$ cat src/rtl/sram_like_arbiter_if.sv
// One sram-like port: request fields flow master->slave, handshakes and read data flow back.
interface sram_like_arbiter_if #(
    parameter int ADDR_W = 32,
    parameter int DATA_W = 32
);
    logic              req;
    logic              wr;
    logic [1:0]        size;
    logic [ADDR_W-1:0] addr;
    logic [DATA_W-1:0] wdata;
    logic              addr_ok;
    logic              data_ok;
    logic [DATA_W-1:0] rdata;

    modport master (
        output req, wr, size, addr, wdata,
        input  addr_ok, data_ok, rdata
    );

    modport slave (
        input  req, wr, size, addr, wdata,
        output addr_ok, data_ok, rdata
    );
endinterface

$ cat src/rtl/sram_like_arbiter.sv
// Round-robin arbiter: inst and data sram-like ports share one downstream port,
// with a single outstanding transaction.
module sram_like_arbiter #(
    parameter int ADDR_W = 32,
    parameter int DATA_W = 32
) (
    input  logic                clk,
    input  logic                rst,
    sram_like_arbiter_if.slave  inst,
    sram_like_arbiter_if.slave  data,
    sram_like_arbiter_if.master bus
);
    localparam int NUM_PORTS = 2;

    typedef enum logic [1:0] {IDLE, ADDR, DATA} state_t;

    typedef struct packed {
        logic              req;
        logic              wr;
        logic [1:0]        size;
        logic [ADDR_W-1:0] addr;
        logic [DATA_W-1:0] wdata;
    } req_t;

    typedef struct packed {
        logic              addr_ok;
        logic              data_ok;
        logic [DATA_W-1:0] rdata;
    } rsp_t;

    state_t                state, state_nxt;
    logic                  grant, grant_nxt;
    logic                  last, last_nxt;
    req_t [NUM_PORTS-1:0]  port_req;
    rsp_t [NUM_PORTS-1:0]  port_rsp;
    req_t                  sel;
    req_t                  bus_out;
    rsp_t                  gnt_rsp;

    assign port_req[0] = {inst.req, inst.wr, inst.size, inst.addr, inst.wdata};
    assign port_req[1] = {data.req, data.wr, data.size, data.addr, data.wdata};
    assign sel         = port_req[grant];

    always_ff @(posedge clk) begin
        if (rst) begin
            state <= IDLE;
            grant <= 1'b0;
            last  <= 1'b0;
        end else begin
            state <= state_nxt;
            grant <= grant_nxt;
            last  <= last_nxt;
        end
    end

    always_comb begin
        state_nxt = state;
        grant_nxt = grant;
        last_nxt  = last;
        case (state)
            IDLE: begin
                if (port_req[0].req || port_req[1].req) begin
                    state_nxt = ADDR;
                    // On a tie the port served least recently wins.
                    if (port_req[0].req && port_req[1].req)
                        grant_nxt = ~last;
                    else
                        grant_nxt = port_req[1].req;
                end
            end
            ADDR: begin
                if (!sel.req) begin
                    state_nxt = IDLE;
                end else if (bus.addr_ok) begin
                    last_nxt  = grant;
                    state_nxt = bus.data_ok ? IDLE : DATA;
                end
            end
            DATA: begin
                if (bus.data_ok)
                    state_nxt = IDLE;
            end
            default: state_nxt = IDLE;
        endcase
    end

    always_comb begin
        bus_out = '0;
        gnt_rsp = '0;
        case (state)
            ADDR: begin
                bus_out         = sel;
                gnt_rsp.addr_ok = bus.addr_ok;
                // A zero-latency slave may finish the data phase in the same cycle.
                gnt_rsp.data_ok = bus.addr_ok & bus.data_ok;
            end
            DATA: gnt_rsp.data_ok = bus.data_ok;
            default: ;
        endcase
        gnt_rsp.rdata = gnt_rsp.data_ok ? bus.rdata : '0;
        for (int p = 0; p < NUM_PORTS; p++)
            port_rsp[p] = (grant == 1'(p)) ? gnt_rsp : '0;
    end

    assign bus.req       = bus_out.req;
    assign bus.wr        = bus_out.wr;
    assign bus.size      = bus_out.size;
    assign bus.addr      = bus_out.addr;
    assign bus.wdata     = bus_out.wdata;

    assign inst.addr_ok  = port_rsp[0].addr_ok;
    assign inst.data_ok  = port_rsp[0].data_ok;
    assign inst.rdata    = port_rsp[0].rdata;
    assign data.addr_ok  = port_rsp[1].addr_ok;
    assign data.data_ok  = port_rsp[1].data_ok;
    assign data.rdata    = port_rsp[1].rdata;
endmodule

$ cat src/flat_wrapper.sv
// flat-port wrapper written by rule: the top's interface ports become plain ports
module sram_like_arbiter_flat 
#(
    parameter int ADDR_W = 32,
    parameter int DATA_W = 32
)
  (clk, rst, inst_req, inst_wr, inst_size, inst_addr, inst_wdata, inst_addr_ok, inst_data_ok, inst_rdata, data_req, data_wr, data_size, data_addr, data_wdata, data_addr_ok, data_data_ok, data_rdata, bus_req, bus_wr, bus_size, bus_addr, bus_wdata, bus_addr_ok, bus_data_ok, bus_rdata);
  sram_like_arbiter_if #(.ADDR_W(ADDR_W), .DATA_W(DATA_W)) inst_i ();
  sram_like_arbiter_if #(.ADDR_W(ADDR_W), .DATA_W(DATA_W)) data_i ();
  sram_like_arbiter_if #(.ADDR_W(ADDR_W), .DATA_W(DATA_W)) bus_i ();
  input  logic clk;
  input  logic rst;
  input wire logic [$bits(inst_i.req)-1:0] inst_req;
  input wire logic [$bits(inst_i.wr)-1:0] inst_wr;
  input wire logic [$bits(inst_i.size)-1:0] inst_size;
  input wire logic [$bits(inst_i.addr)-1:0] inst_addr;
  input wire logic [$bits(inst_i.wdata)-1:0] inst_wdata;
  output wire logic [$bits(inst_i.addr_ok)-1:0] inst_addr_ok;
  output wire logic [$bits(inst_i.data_ok)-1:0] inst_data_ok;
  output wire logic [$bits(inst_i.rdata)-1:0] inst_rdata;
  input wire logic [$bits(data_i.req)-1:0] data_req;
  input wire logic [$bits(data_i.wr)-1:0] data_wr;
  input wire logic [$bits(data_i.size)-1:0] data_size;
  input wire logic [$bits(data_i.addr)-1:0] data_addr;
  input wire logic [$bits(data_i.wdata)-1:0] data_wdata;
  output wire logic [$bits(data_i.addr_ok)-1:0] data_addr_ok;
  output wire logic [$bits(data_i.data_ok)-1:0] data_data_ok;
  output wire logic [$bits(data_i.rdata)-1:0] data_rdata;
  output wire logic [$bits(bus_i.req)-1:0] bus_req;
  output wire logic [$bits(bus_i.wr)-1:0] bus_wr;
  output wire logic [$bits(bus_i.size)-1:0] bus_size;
  output wire logic [$bits(bus_i.addr)-1:0] bus_addr;
  output wire logic [$bits(bus_i.wdata)-1:0] bus_wdata;
  input wire logic [$bits(bus_i.addr_ok)-1:0] bus_addr_ok;
  input wire logic [$bits(bus_i.data_ok)-1:0] bus_data_ok;
  input wire logic [$bits(bus_i.rdata)-1:0] bus_rdata;
  assign inst_i.req = inst_req;
  assign inst_i.wr = inst_wr;
  assign inst_i.size = inst_size;
  assign inst_i.addr = inst_addr;
  assign inst_i.wdata = inst_wdata;
  assign inst_addr_ok = inst_i.addr_ok;
  assign inst_data_ok = inst_i.data_ok;
  assign inst_rdata = inst_i.rdata;
  assign data_i.req = data_req;
  assign data_i.wr = data_wr;
  assign data_i.size = data_size;
  assign data_i.addr = data_addr;
  assign data_i.wdata = data_wdata;
  assign data_addr_ok = data_i.addr_ok;
  assign data_data_ok = data_i.data_ok;
  assign data_rdata = data_i.rdata;
  assign bus_req = bus_i.req;
  assign bus_wr = bus_i.wr;
  assign bus_size = bus_i.size;
  assign bus_addr = bus_i.addr;
  assign bus_wdata = bus_i.wdata;
  assign bus_i.addr_ok = bus_addr_ok;
  assign bus_i.data_ok = bus_data_ok;
  assign bus_i.rdata = bus_rdata;
  sram_like_arbiter #(.ADDR_W(ADDR_W), .DATA_W(DATA_W)) u_core (.clk(clk), .rst(rst), .inst(inst_i), .data(data_i), .bus(bus_i));
endmodule
$ cat config.mk
export PLATFORM = sky130hd
export DESIGN_NAME = sram_like_arbiter_flat
export DESIGN_NICKNAME = d
export VERILOG_FILES = /design/src/rtl/sram_like_arbiter_if.sv /design/src/rtl/sram_like_arbiter.sv /design/src/flat_wrapper.sv
export SDC_FILE = /design/constraint.sdc
export NUM_CORES = 1
export LEC_CHECK = 0
export ABC_AREA = 1
export BUFFER_PORTS_ARGS = -buffer_cell sky130_fd_sc_hd__buf_2
export CORE_AREA = 2 2 119 121
export CTS_CLUSTER_DIAMETER = 30
export DETAILED_ROUTE_END_ITERATION = 6
export DIE_AREA = 0 0 121 123
export PLACE_DENSITY = 0.52
export SYNTH_ARGS = -nofsm -noshare
export SYNTH_HDL_FRONTEND = slang
export SYNTH_SLANG_ARGS = --single-unit
$ cat constraint.sdc
create_clock -name clk -period 2.6 [get_ports clk]
set_input_delay 0.26 -clock clk [delete_from_list [all_inputs] [get_ports clk]]
set_output_delay 0.26 -clock clk [all_outputs]
set_load 0.1 [all_outputs]
* Yosys cells after proc, flatten, opt, wreduce, memory -nomap -nowiden *
Cells that the tools add are included.

storage, ports and cells
  output and inout bits = 136
  word-level logic and storage cells = 32
  register bits = 4

cells by class
  bitwise gates (word level) = 2
  equal/unequal tests = 5
  $lt $le $gt $ge = 1
  mux-type cells = 15
  reductions and logical operators = 6

operators by type and width
  operator              number
  $mux W68              3
  $mux W34              2
  $mux W32              1
  $mux W2               5
  $pmux W2 S3           1
  $reduce_and A3 Y1     2
  $ne A3 B3 Y1 const B  1
  $eq A2 B1 Y1 const B  1
  $eq A2 B2 Y1 const B  1
  $logic_not A2 Y1      1
  $lt A1 B2 Y1 const B  1
  $mux W1               2
  $ne A2 B1 Y1 const B  1
  $ne A2 B2 Y1 const B  1
  $pmux W1 S2           1
  $reduce_and A2 Y1     1
  $and A1 B1 Y1         1
  $logic_and A1 B1 Y1   1
  $logic_or A1 B1 Y1    1
  $not A1 Y1            1

* Logic depth before layout (Yosys ltp) *
Gate-level depths: netlist (run 1).

  word-level depth = 4
  mapped depth = 9
  depth with buffers taken out = 9

* Worst setup path after synthesis (run 1) *
Ideal clock, no wire load.

  kind = flip-flop to output port
  start = reg u_core.state[0]
  end = out data_rdata[10]
  cell stages (with the launch flop) = 8
  required time = 2.340 ns
  arrival = 2.493 ns
  path slack = -0.153 ns
  path buffers = 1
  cell sequence = dfxtp_1 -> inv_1 -> ha_1 -> inv_1 -> nor3_2 -> nand2_2 -> buf_6 -> nor2_1

on the way
  longest elaborated chain between the ends = 4
  elaborated cells on any way between the ends = 5
  those cells by class = eq/ne: 2; mux: 3

RTL lines
  element                                              RTL line                  RTL
  start: declaration                                   sram_like_arbiter.sv:31   state_t state, state_nxt;
  start signal: assignment                             sram_like_arbiter.sv:50   state <= state_nxt;
  $eq A2 B2 Y1 / $eq A2 B1 Y1 (equally long branches)  sram_like_arbiter.sv:90   case (state)
  $pmux W1 S2 *                                        sram_like_arbiter.sv:90
  $mux W32 *                                           sram_like_arbiter.sv:100  gnt_rsp.rdata = gnt_rsp.data_ok ? bus.rdata : '0;
  $mux W34 *                                           sram_like_arbiter.sv:102  port_rsp[p] = (grant == 1'(p)) ? gnt_rsp : '0;
  end: declaration                                     flat_wrapper.sv:28        output wire logic [$bits(data_i.rdata)-1:0] data_rdata;

Every way passes the cells marked *; elsewhere a longest branch is shown, timed or not.

* Worst setup path in the final report (run 1) *
  start = reg u_core.state[0]
  end = out data_rdata[20]

Same word-level chain as after synthesis.

==> flow_summary.ini, run 1 <==
[run_status]
status = completed

[critical_path]
end_kind = output port
crit_chain = inv_1 -> ha_1 -> inv_1 -> nor3_2 -> nand2_2 -> buf_4 -> nor2_1 -> buf_12
crit_arrival_ps = 2020
crit_family = buffers and inverters
critPathBufInv = 4
cp_slowest_cell = dfxtp_1
worstPathRequired_ps = 2340
crit_top_cell = inv_1
crit_path_start_kind = register
critPathKind = register to output port
critical-path-max-stage-delay_ps = 370
crit_fanout = 33

[global_route]
grt_max_degree = 43
grt-ovfl-total = 0
grt_first_pass_wirelength_mm = 16.2
antenna_found_initial = 0
grt_use_total_pct = 13.5
grt_pass1_vias = 3268

[floorplanning]
ios = 308
die_x_um = 121
core.rowCount = 43
die_y_um = 123
start_util_pct = 12.5
core_area_mm2 = 0.0136
die_area_mm2 = 0.0149

[yosys]
async_flop_share_pct = 0
synth.most_common_cell = nor2_1
ys_ff_latch = 4
syn_area_mm2 = 0.00170
synth_largest_area_cell = nor2_1
ys.flop_type = dfxtp_1
synthTopCellsByArea = nor2_1, o21ai_0, inv_1
syn_inst = 380
yosysWarningCount = 0
ys_seq_area_share_pct = 4.70
yosys-top-cells-count = nor2_1, o21ai_0, inv_1
avgSynthCellArea_um2 = 4.48
yosysTopAreaCellShare_pct = 45.8
yosysUniqueCellTypes = 19
synthesis.nets = 556
synth_enable_flop_cells = 0

[power_and_ir_drop]
powerDensity_mw_per_mm2 = 698
p_leak_nw = 2.79
power_mw = 3.84
vdd_ir_drop_max_v = 0.000451

[timing]
fmax_mhz = 438
final.period_utilization_pct = 87.9
skew_ps = 1.34
slew_headroom_pct = 67.7
period_needed_ps = 2280
finalSetupViolations = 0
grt_setup_unrepaired = no
worst-slew-pin-transition_ps = 483
final_max_slew_viol_count = 0
hold_viol_final = 0

[clocking]
cts-htree-levels = 1
ctsHoldBuffers = 0
ctsResizeCount = 0
path_clk_slew_ps = 30
clock_sinks = 4
tritoncts = built
cts_max_path_buffers = 2
cts_buffers = 3
ctsRootBufferMaster = clkbuf_16
insertion_delay_ps = 230
post-cts-setup-buffers = 0

[job]
maxCapViolCount = 0

[cells_and_area]
drive_gt1_share_pct = 50.0
diodes = 0
fill_cells = 1387
nets = 848
stdcell_count = 850
areaGrowthSynthToFinish_pct = 223

[placed_design]
dp_cells = 847
dp.final_hpwl_mm = 8.98
port_buffers = 307
finalWeightedCongestion = 0.755

[routing]
ant_nets = 0
wl_per_cell_um = 12.5
drc_errors = 0
vias = 3329
routed_wl_mm = 10.6
via_per_inst = 3.92
drt_iter0_drc = 155
firstDrtPassIters = 4

[hold_path]
min_path_type = input pin to register
## path summary, 6_finish.rpt
| kind | to | slack [ps] | cells past startpoint | startpoint |
|---|---|---|---|---|
| max | data_rdata[20] | 320 | 8 | u_core.state[0] |
| min | u_core.grant | 200 | 2 | rst |
| max reg2reg | u_core.state[1] | 980 | 9 | u_core.grant |
| min reg2reg | u_core.last | 480 | 2 | u_core.last |
## cells in the final DEF (no fill, tap or decap), drive strengths merged
cell type	Yosys	final
a21oi	4	4
buf	15	315
clkbuf	13	3
dfxtp	4	4
ha	4	4
inv	43	43
nand2	14	14
nand3	1	1
nand3b	1	1
nor2	210	210
nor3	1	1
o21ai	70	70
## per-stage QoR
stage	hold slack (ps)	cell area [um2]	setup WS (ps)	utilization, %	setup TNS, ps
detailed placement	442	5420	559	39.8	0
CTS	204	5500	313	40.4	0
global route	215	5500	157	40.4	0
floorplan	329	1720	-153	-	-7410
global placement	426	5420	582	39.8	0
finish	203	5500	316	40.4	0
## cell families (layout without fill, tap and decap cells)
group | after synthesis | after routing | share of synthesized area, %
flops | 4 | 4 | 4.70
fa+ha+maj | 4 | 4 | 2.94
buf+inv | 71 | 361 | 19.1
simple gates | 227 | 227 | 51.3
compound gates | 74 | 74 | 22.0
## layer usage
| layer | vias to the layer above | share of wire, % | global-route usage (%) | routed length (um) |
|---|---|---|---|---|
| met1 | 1393 | 37 | 14.5 | 3890 |
| met4 | 0 | 0.91 | 1.67 | 97 |
| met3 | 11 | 11 | 3.97 | 1180 |
| met5 | - | 0 | 0 | 0 |
| li1 | 1727 | - | - | - |
| met2 | 198 | 51 | 26.5 | 5470 |
## power breakdown
part | leakage, nW | internal, mW | switching [mW]
clock network | 0.0370 | 0.197 | 0.0447
registers | 0.0332 | 0.0723 | 0.0122
logic | 2.72 | 1.12 | 2.39
## area by class of cell
type | count | area (um2) | share of cell area (%)
timing repair buffer | 315 | 3640 | 66.1
tap | 180 | 225 | 4.10
inverter | 43 | 161 | 2.94
clock buffer | 3 | 75.1 | 1.37
multi-input combinational | 305 | 1320 | 24.0
sequential | 4 | 81.3 | 1.48
## sequential cells by signal, indices dropped and copies added (netlist names)
| name | cells |
|---|---|
| u_core.last | 1 |
| u_core.grant | 1 |
| u_core.state | 2 |
Power figures use the tool's default switching activity.
==> inputs of run 2 (changes only) <==
Settings changed: CORE_AREA 2 2 119 121 to 2 2 118 120, CTS_BUF_LIST from default to sky130_fd_sc_hd__clkbuf_2, DIE_AREA 0 0 121 123 to 0 0 120 122, PLACE_DENSITY 0.52 to 0.46.
Clock period 2.6 ns to 2.3 ns, I/O delays scaled along.
==> run 2 against run 1 <==
Compared with the run above:
- register-to-register slack lost 180 ps
- sequential share of layout area is essentially flat
- combinational power grew 16%
- total power grew 11%
- via count increased by 2.9%
- utilization grew 1.6 points
- sequential power rose by 10%
- critical path type unchanged
- highest routed layer is now met5
==> flow_summary.ini, run 2 (same netlist as run 1, synthesis figures left out) <==
[run_status]
status = completed

[timing]
grt_setup_unrepaired = yes
final_max_slew_viol_count = 0
finalSetupViolations = 0
worst-slew-pin-transition_ps = 520
hold_viol_final = 0
period_needed_ps = 2210
fmax_mhz = 453
slew_headroom_pct = 65.6
setup_ws_ps = 92.9
final.period_utilization_pct = 96.0
skew_ps = 7.65
holdWs_ps = 171
fin_setup_tns_ps = 0

[routing]
drc_errors = 0
ant_nets = 0
wl_per_cell_um = 13.2
firstDrtPassIters = 5
via_per_inst = 4.03
drt_iter0_drc = 107
vias = 3425
routed_wl_mm = 11.2

[power_and_ir_drop]
powerDensity_mw_per_mm2 = 748
p_leak_nw = 2.73
vdd_ir_drop_max_v = 0.000476

[global_route]
antenna_found_initial = 2
grt_use_total_pct = 14.3
grt-ovfl-total = 0
grt_max_degree = 44
grt_pass1_vias = 3291
grt_first_pass_wirelength_mm = 17.0

[critical_path]
critPathKind = register to output port
crit_path_start_kind = register
cp_slowest_cell = dfxtp_1
critPathBufInv = 4
crit_arrival_ps = 1980
crit_family = buffers and inverters
worstPathRequired_ps = 2070
crit_fanout = 33
crit_top_cell = inv_1
crit_chain = inv_1 -> ha_1 -> inv_1 -> nor3_2 -> nand2_2 -> buf_4 -> nor2_1 -> buf_12
end_kind = output port
critical-path-max-stage-delay_ps = 380

[placed_design]
dp_cells = 847
dp.final_hpwl_mm = 9.47
post-place-ws_ps = 227
finalWeightedCongestion = 0.753
port_buffers = 307

[cells_and_area]
utilization_pct = 42.0
largest-register = u_core.state
final_common_cell = buf_2
drive_gt1_share_pct = 63.7
stdcell_count = 850
nets = 848
diodes = 0
fill_cells = 1384
areaGrowthSynthToFinish_pct = 233
largest_reg_flops = 2
final_cell_mix = buf_2, buf_12, nor2_1, nor2_2, o21ai_0
largestRegisters = u_core.state x2, u_core.grant x1, u_core.last x1

[floorplanning]
core.rowCount = 43
start_util_pct = 12.6
die_y_um = 122
core_area_mm2 = 0.0135
ios = 308
die_area_mm2 = 0.0146
die_x_um = 120

[clocking]
path_clk_slew_ps = 50
clock_sinks = 4
ctsRootBufferMaster = clkbuf_2
cts-htree-levels = 1
insertion_delay_ps = 210
tritoncts = built
cts_buffers = 3
cts_max_path_buffers = 2

[hold_path]
min_path_type = input pin to register

[job]
maxCapViolCount = 0
==> run 2: cell count changes in the layout (fill, tap and decap cells not counted) <==
| cell | before | now |
|---|---|---|
| buf_12 | 136 | 135 |
| buf_6 | 0 | 1 |
| clkbuf_16 | 3 | 0 |
| clkbuf_2 | 0 | 3 |
| nor2_1 | 200 | 108 |
| nor2_2 | 10 | 101 |
| nor2_4 | 0 | 1 |
==> run 2: through the flow <==
stage                     area (um2)  power, mW
after floorplan                 1890       2.67
after global placement          5580       4.18
after detailed placement        5580       4.19
after CTS                       5600       4.26
after global routing            5670       4.42
final                           5670       4.24
==> run 2: area by class of cell <==
| type | instances | area, um2 | share of cell area (%) |
|---|---|---|---|
| timing repair buffer | 315 | 3630 | 64.0 |
| multi-input combinational | 305 | 1560 | 27.5 |
| tap | 180 | 225 | 3.98 |
| inverter | 43 | 161 | 2.85 |
| sequential | 4 | 81.3 | 1.44 |
| clock buffer | 3 | 15.0 | 0.265 |
==> run 2: final timing paths <==
check | startpoint | endpoint | slack, ps | cells after the start
min | rst | u_core.grant | 170 | 2
min reg2reg | u_core.last | u_core.last | 500 | 2
max | u_core.state[0] | data_rdata[1] | 90 | 8
max reg2reg | u_core.state[1] | u_core.state[1] | 800 | 10
==> run 2: worst register-to-register path, cell delays in order, from the launching register on <==
cell	delay [ps]
dfxtp_1	300
inv_1	110
ha_2	230
buf_4	250
inv_1	70
nor2_1	90
nand2_1	100
nand2_1	100
nand2_1	50
nand2_1	50
nor2_1	40
==> run 2: report_power, final <==
part,switching [mW],internal (mW)
registers,0.0116,0.0814
clock network,0.0295,0.0350
logic,2.78,1.30
total,2.82,1.41
==> run 2: what timing repair did <==
| action | in CTS | in global routing |
|---|---|---|
| resized for setup | 1 | 26 |
| hold buffers | 0 | 0 |
| hold endpoints to repair | 0 | 0 |
| setup buffers | 0 | 0 |
| setup endpoints to repair | 1 | 55 |
==> run 2: layer usage <==
| metal | vias up | routed length, um | track usage, % |
|---|---|---|---|
| met5 | - | 21 | 0 |
| met4 | 4 | 57 | 1.69 |
| met3 | 10 | 1190 | 4.63 |
| met2 | 191 | 6070 | 28.8 |
| met1 | 1492 | 3840 | 14.7 |
| li1 | 1728 | - | - |
==> inputs of run 3 (changes only) <==
--- a/config.mk
+++ b/config.mk
@@ -13,4 +13,5 @@
 export DETAILED_ROUTE_END_ITERATION = 6
 export DIE_AREA = 0 0 120 122
+export GPL_TIMING_DRIVEN = 0
 export PLACE_DENSITY = 0.46
 export SYNTH_ARGS = -nofsm -noshare
==> constraint.sdc (replaced) <==
create_clock -name clk -period 2.3 [get_ports clk]
set_input_delay 0.23 -clock clk [delete_from_list [all_inputs] [get_ports clk]]
set_output_delay 0.23 -clock clk [all_outputs]
set_load 0.005 [all_outputs]
==> run 3 against run 2 <==
Compared with the run above:
- global-route usage fell by 1.1 points
- clock skew fell by 5.3 ps
- cell area fell by 38%
- critical path depth did not move
==> flow_summary.ini, run 3 (same netlist as run 1, synthesis figures left out) <==
[placed_design]
dp.final_hpwl_mm = 9.04
finalWeightedCongestion = 0.759
port_buffers = 307
dp_cells = 867

[power_and_ir_drop]
powerDensity_mw_per_mm2 = 367
p_leak_nw = 2.42
power_mw = 1.29
vdd_ir_drop_max_v = 0.000180

[hold_path]
min_path_type = input pin to register
worstHoldPathCells = 2
hp-start = rst
min_to = u_core.grant

[critical_path]
crit_top_cell = inv_1
critPathKind = register to output port
r2r_end = u_core.state[1]
crit_fanout = 5
crit_chain = inv_1 -> ha_1 -> inv_1 -> nor3_4 -> nand2_2 -> buf_4 -> nor2_1 -> buf_2
r2r-start = u_core.state[0]
critical-path-max-stage-delay_ps = 420
cp_slowest_cell = dfxtp_1
worstPathRequired_ps = 2070
crit_arrival_ps = 1860
end_kind = output port
reg2reg_slack_ps = 940
rr_worst_depth = 8
crit_path_start_kind = register

[cells_and_area]
multiInputGateArea_mm2 = 0.00132
areaGrowthSynthToFinish_pct = 106
largestRegisters = u_core.state x2, u_core.grant x1, u_core.last x1
final_common_cell = buf_2
stdcell_count = 872
largest_reg_flops = 2
fill_cells = 1637
largest-register = u_core.state
nets = 870
diodes = 0
drive_gt1_share_pct = 48.4
utilization_pct = 26.0
seq_area_um2 = 80.1
final_cell_mix = buf_2, nor2_1, o21ai_0, inv_1, clkbuf_1

[routing]
drt_iter0_drc = 123
via_per_inst = 3.90
ant_nets = 0
firstDrtPassIters = 4
wl_per_cell_um = 12.1
drc_errors = 0
vias = 3404
routed_wl_mm = 10.6

[timing]
fin_setup_tns_ps = 0
grt_setup_unrepaired = no
final_max_slew_viol_count = 0
finalSetupViolations = 0
final.period_utilization_pct = 90.8
skew_ps = 2.31
hold_viol_final = 0
period_needed_ps = 2090
slew_headroom_pct = 63.5
fmax_mhz = 479
worst-slew-pin-transition_ps = 547

[floorplanning]
die_y_um = 122
core.rowCount = 43
die_x_um = 120
die_area_mm2 = 0.0146
ios = 308
start_util_pct = 12.6
core_area_mm2 = 0.0135

[clocking]
path_clk_slew_ps = 50
cts_max_path_buffers = 2
tritoncts = built
ctsHoldBuffers = 0
insertion_delay_ps = 200
cts-htree-levels = 1
ctsRootBufferMaster = clkbuf_2
clock_sinks = 4
cts_buffers = 3

[global_route]
grt_max_degree = 11
grt-ovfl-total = 0
antenna_found_initial = 2
grt_pass1_vias = 3151
grt_use_total_pct = 13.3
grt_first_pass_wirelength_mm = 15.5

[run_status]
status = completed

[job]
maxCapViolCount = 0
[run 3: changes by cell type in the layout (fill, tap and decap cells not counted), moves of 4 or more]
| cell | change |
|---|---|
| nor2_1 | +100 |
| buf_12 | -135 |
| nor2_2 | -99 |
| clkbuf_1 | +13 |
| buf_4 | -4 |
| buf_2 | +143 |
| buf_6 | +5 |
[run 3: cell type report]
| type | count | share of cell area (%) |
|---|---|---|
| buffer | 28 | 4.67 |
| multi-input combinational | 305 | 37.5 |
| clock buffer | 3 | 0.427 |
| sequential | 4 | 2.28 |
| inverter | 43 | 4.59 |
| timing repair buffer | 309 | 44.2 |
| tap | 180 | 6.41 |
[run 3: through the flow]
| stage | worst slack [ps] | cell area (um2) | hold slack (ps) |
|---|---|---|---|
| 4_1_cts | 22.0 | 3480 | 182 |
| 3_3_place_gp | 281 | 3460 | 413 |
| 5_1_grt | 71.9 | 3510 | 183 |
| 6_report | 211 | 3510 | 191 |
| 3_5_place_dp | 266 | 3460 | 413 |
| 2_1_floorplan | 736 | 1700 | 299 |
[run 3: how the worst max path moves through the flow]
stage               slack (ps)       startpoint             end  cells after the start
finish                     210  u_core.state[0]   data_rdata[1]                      8
global route                70  u_core.state[0]  inst_rdata[26]                      8
CTS                         20  u_core.state[1]  data_rdata[30]                      8
detailed placement         270  u_core.state[1]  data_rdata[30]                      8
global placement           280  u_core.state[1]  data_rdata[30]                      8
floorplan                  740  u_core.state[0]  data_rdata[10]                      7
[run 3: layer usage]
metal	GRT usage (%)	share of wire, %	vias up
met5	0	0.12	-
met1	14.2	38	1411
met3	2.53	9.5	8
met2	26.6	51	204
met4	2.79	0.88	2
li1	-	-	1779
[run 3: worst max-delay path: cells and delay by family (launching register included)]
family,cells,cell delay (ps)
and+or+nand+nor,3,490
buffers and inverters,4,460
DFF,1,420
adders and majority gates,1,280
[run 3: report_power, final]
| group | leakage, nW | total (mW) | switching [mW] | internal [mW] |
|---|---|---|---|---|
| combinational | 2.38 | 1.13 | 0.655 | 0.478 |
| sequential | 0.0329 | 0.0899 | 0.00936 | 0.0805 |
| clock | 0.0125 | 0.0648 | 0.0296 | 0.0351 |
| total | 2.42 | 1.29 | 0.694 | 0.594 |
[run 3: what timing repair did]
item,4_1_cts,5_1_grt
endpoints found under the hold margin,0,0
buffers inserted,0,2
setup endpoints to repair,0,79
gates resized for setup,0,3
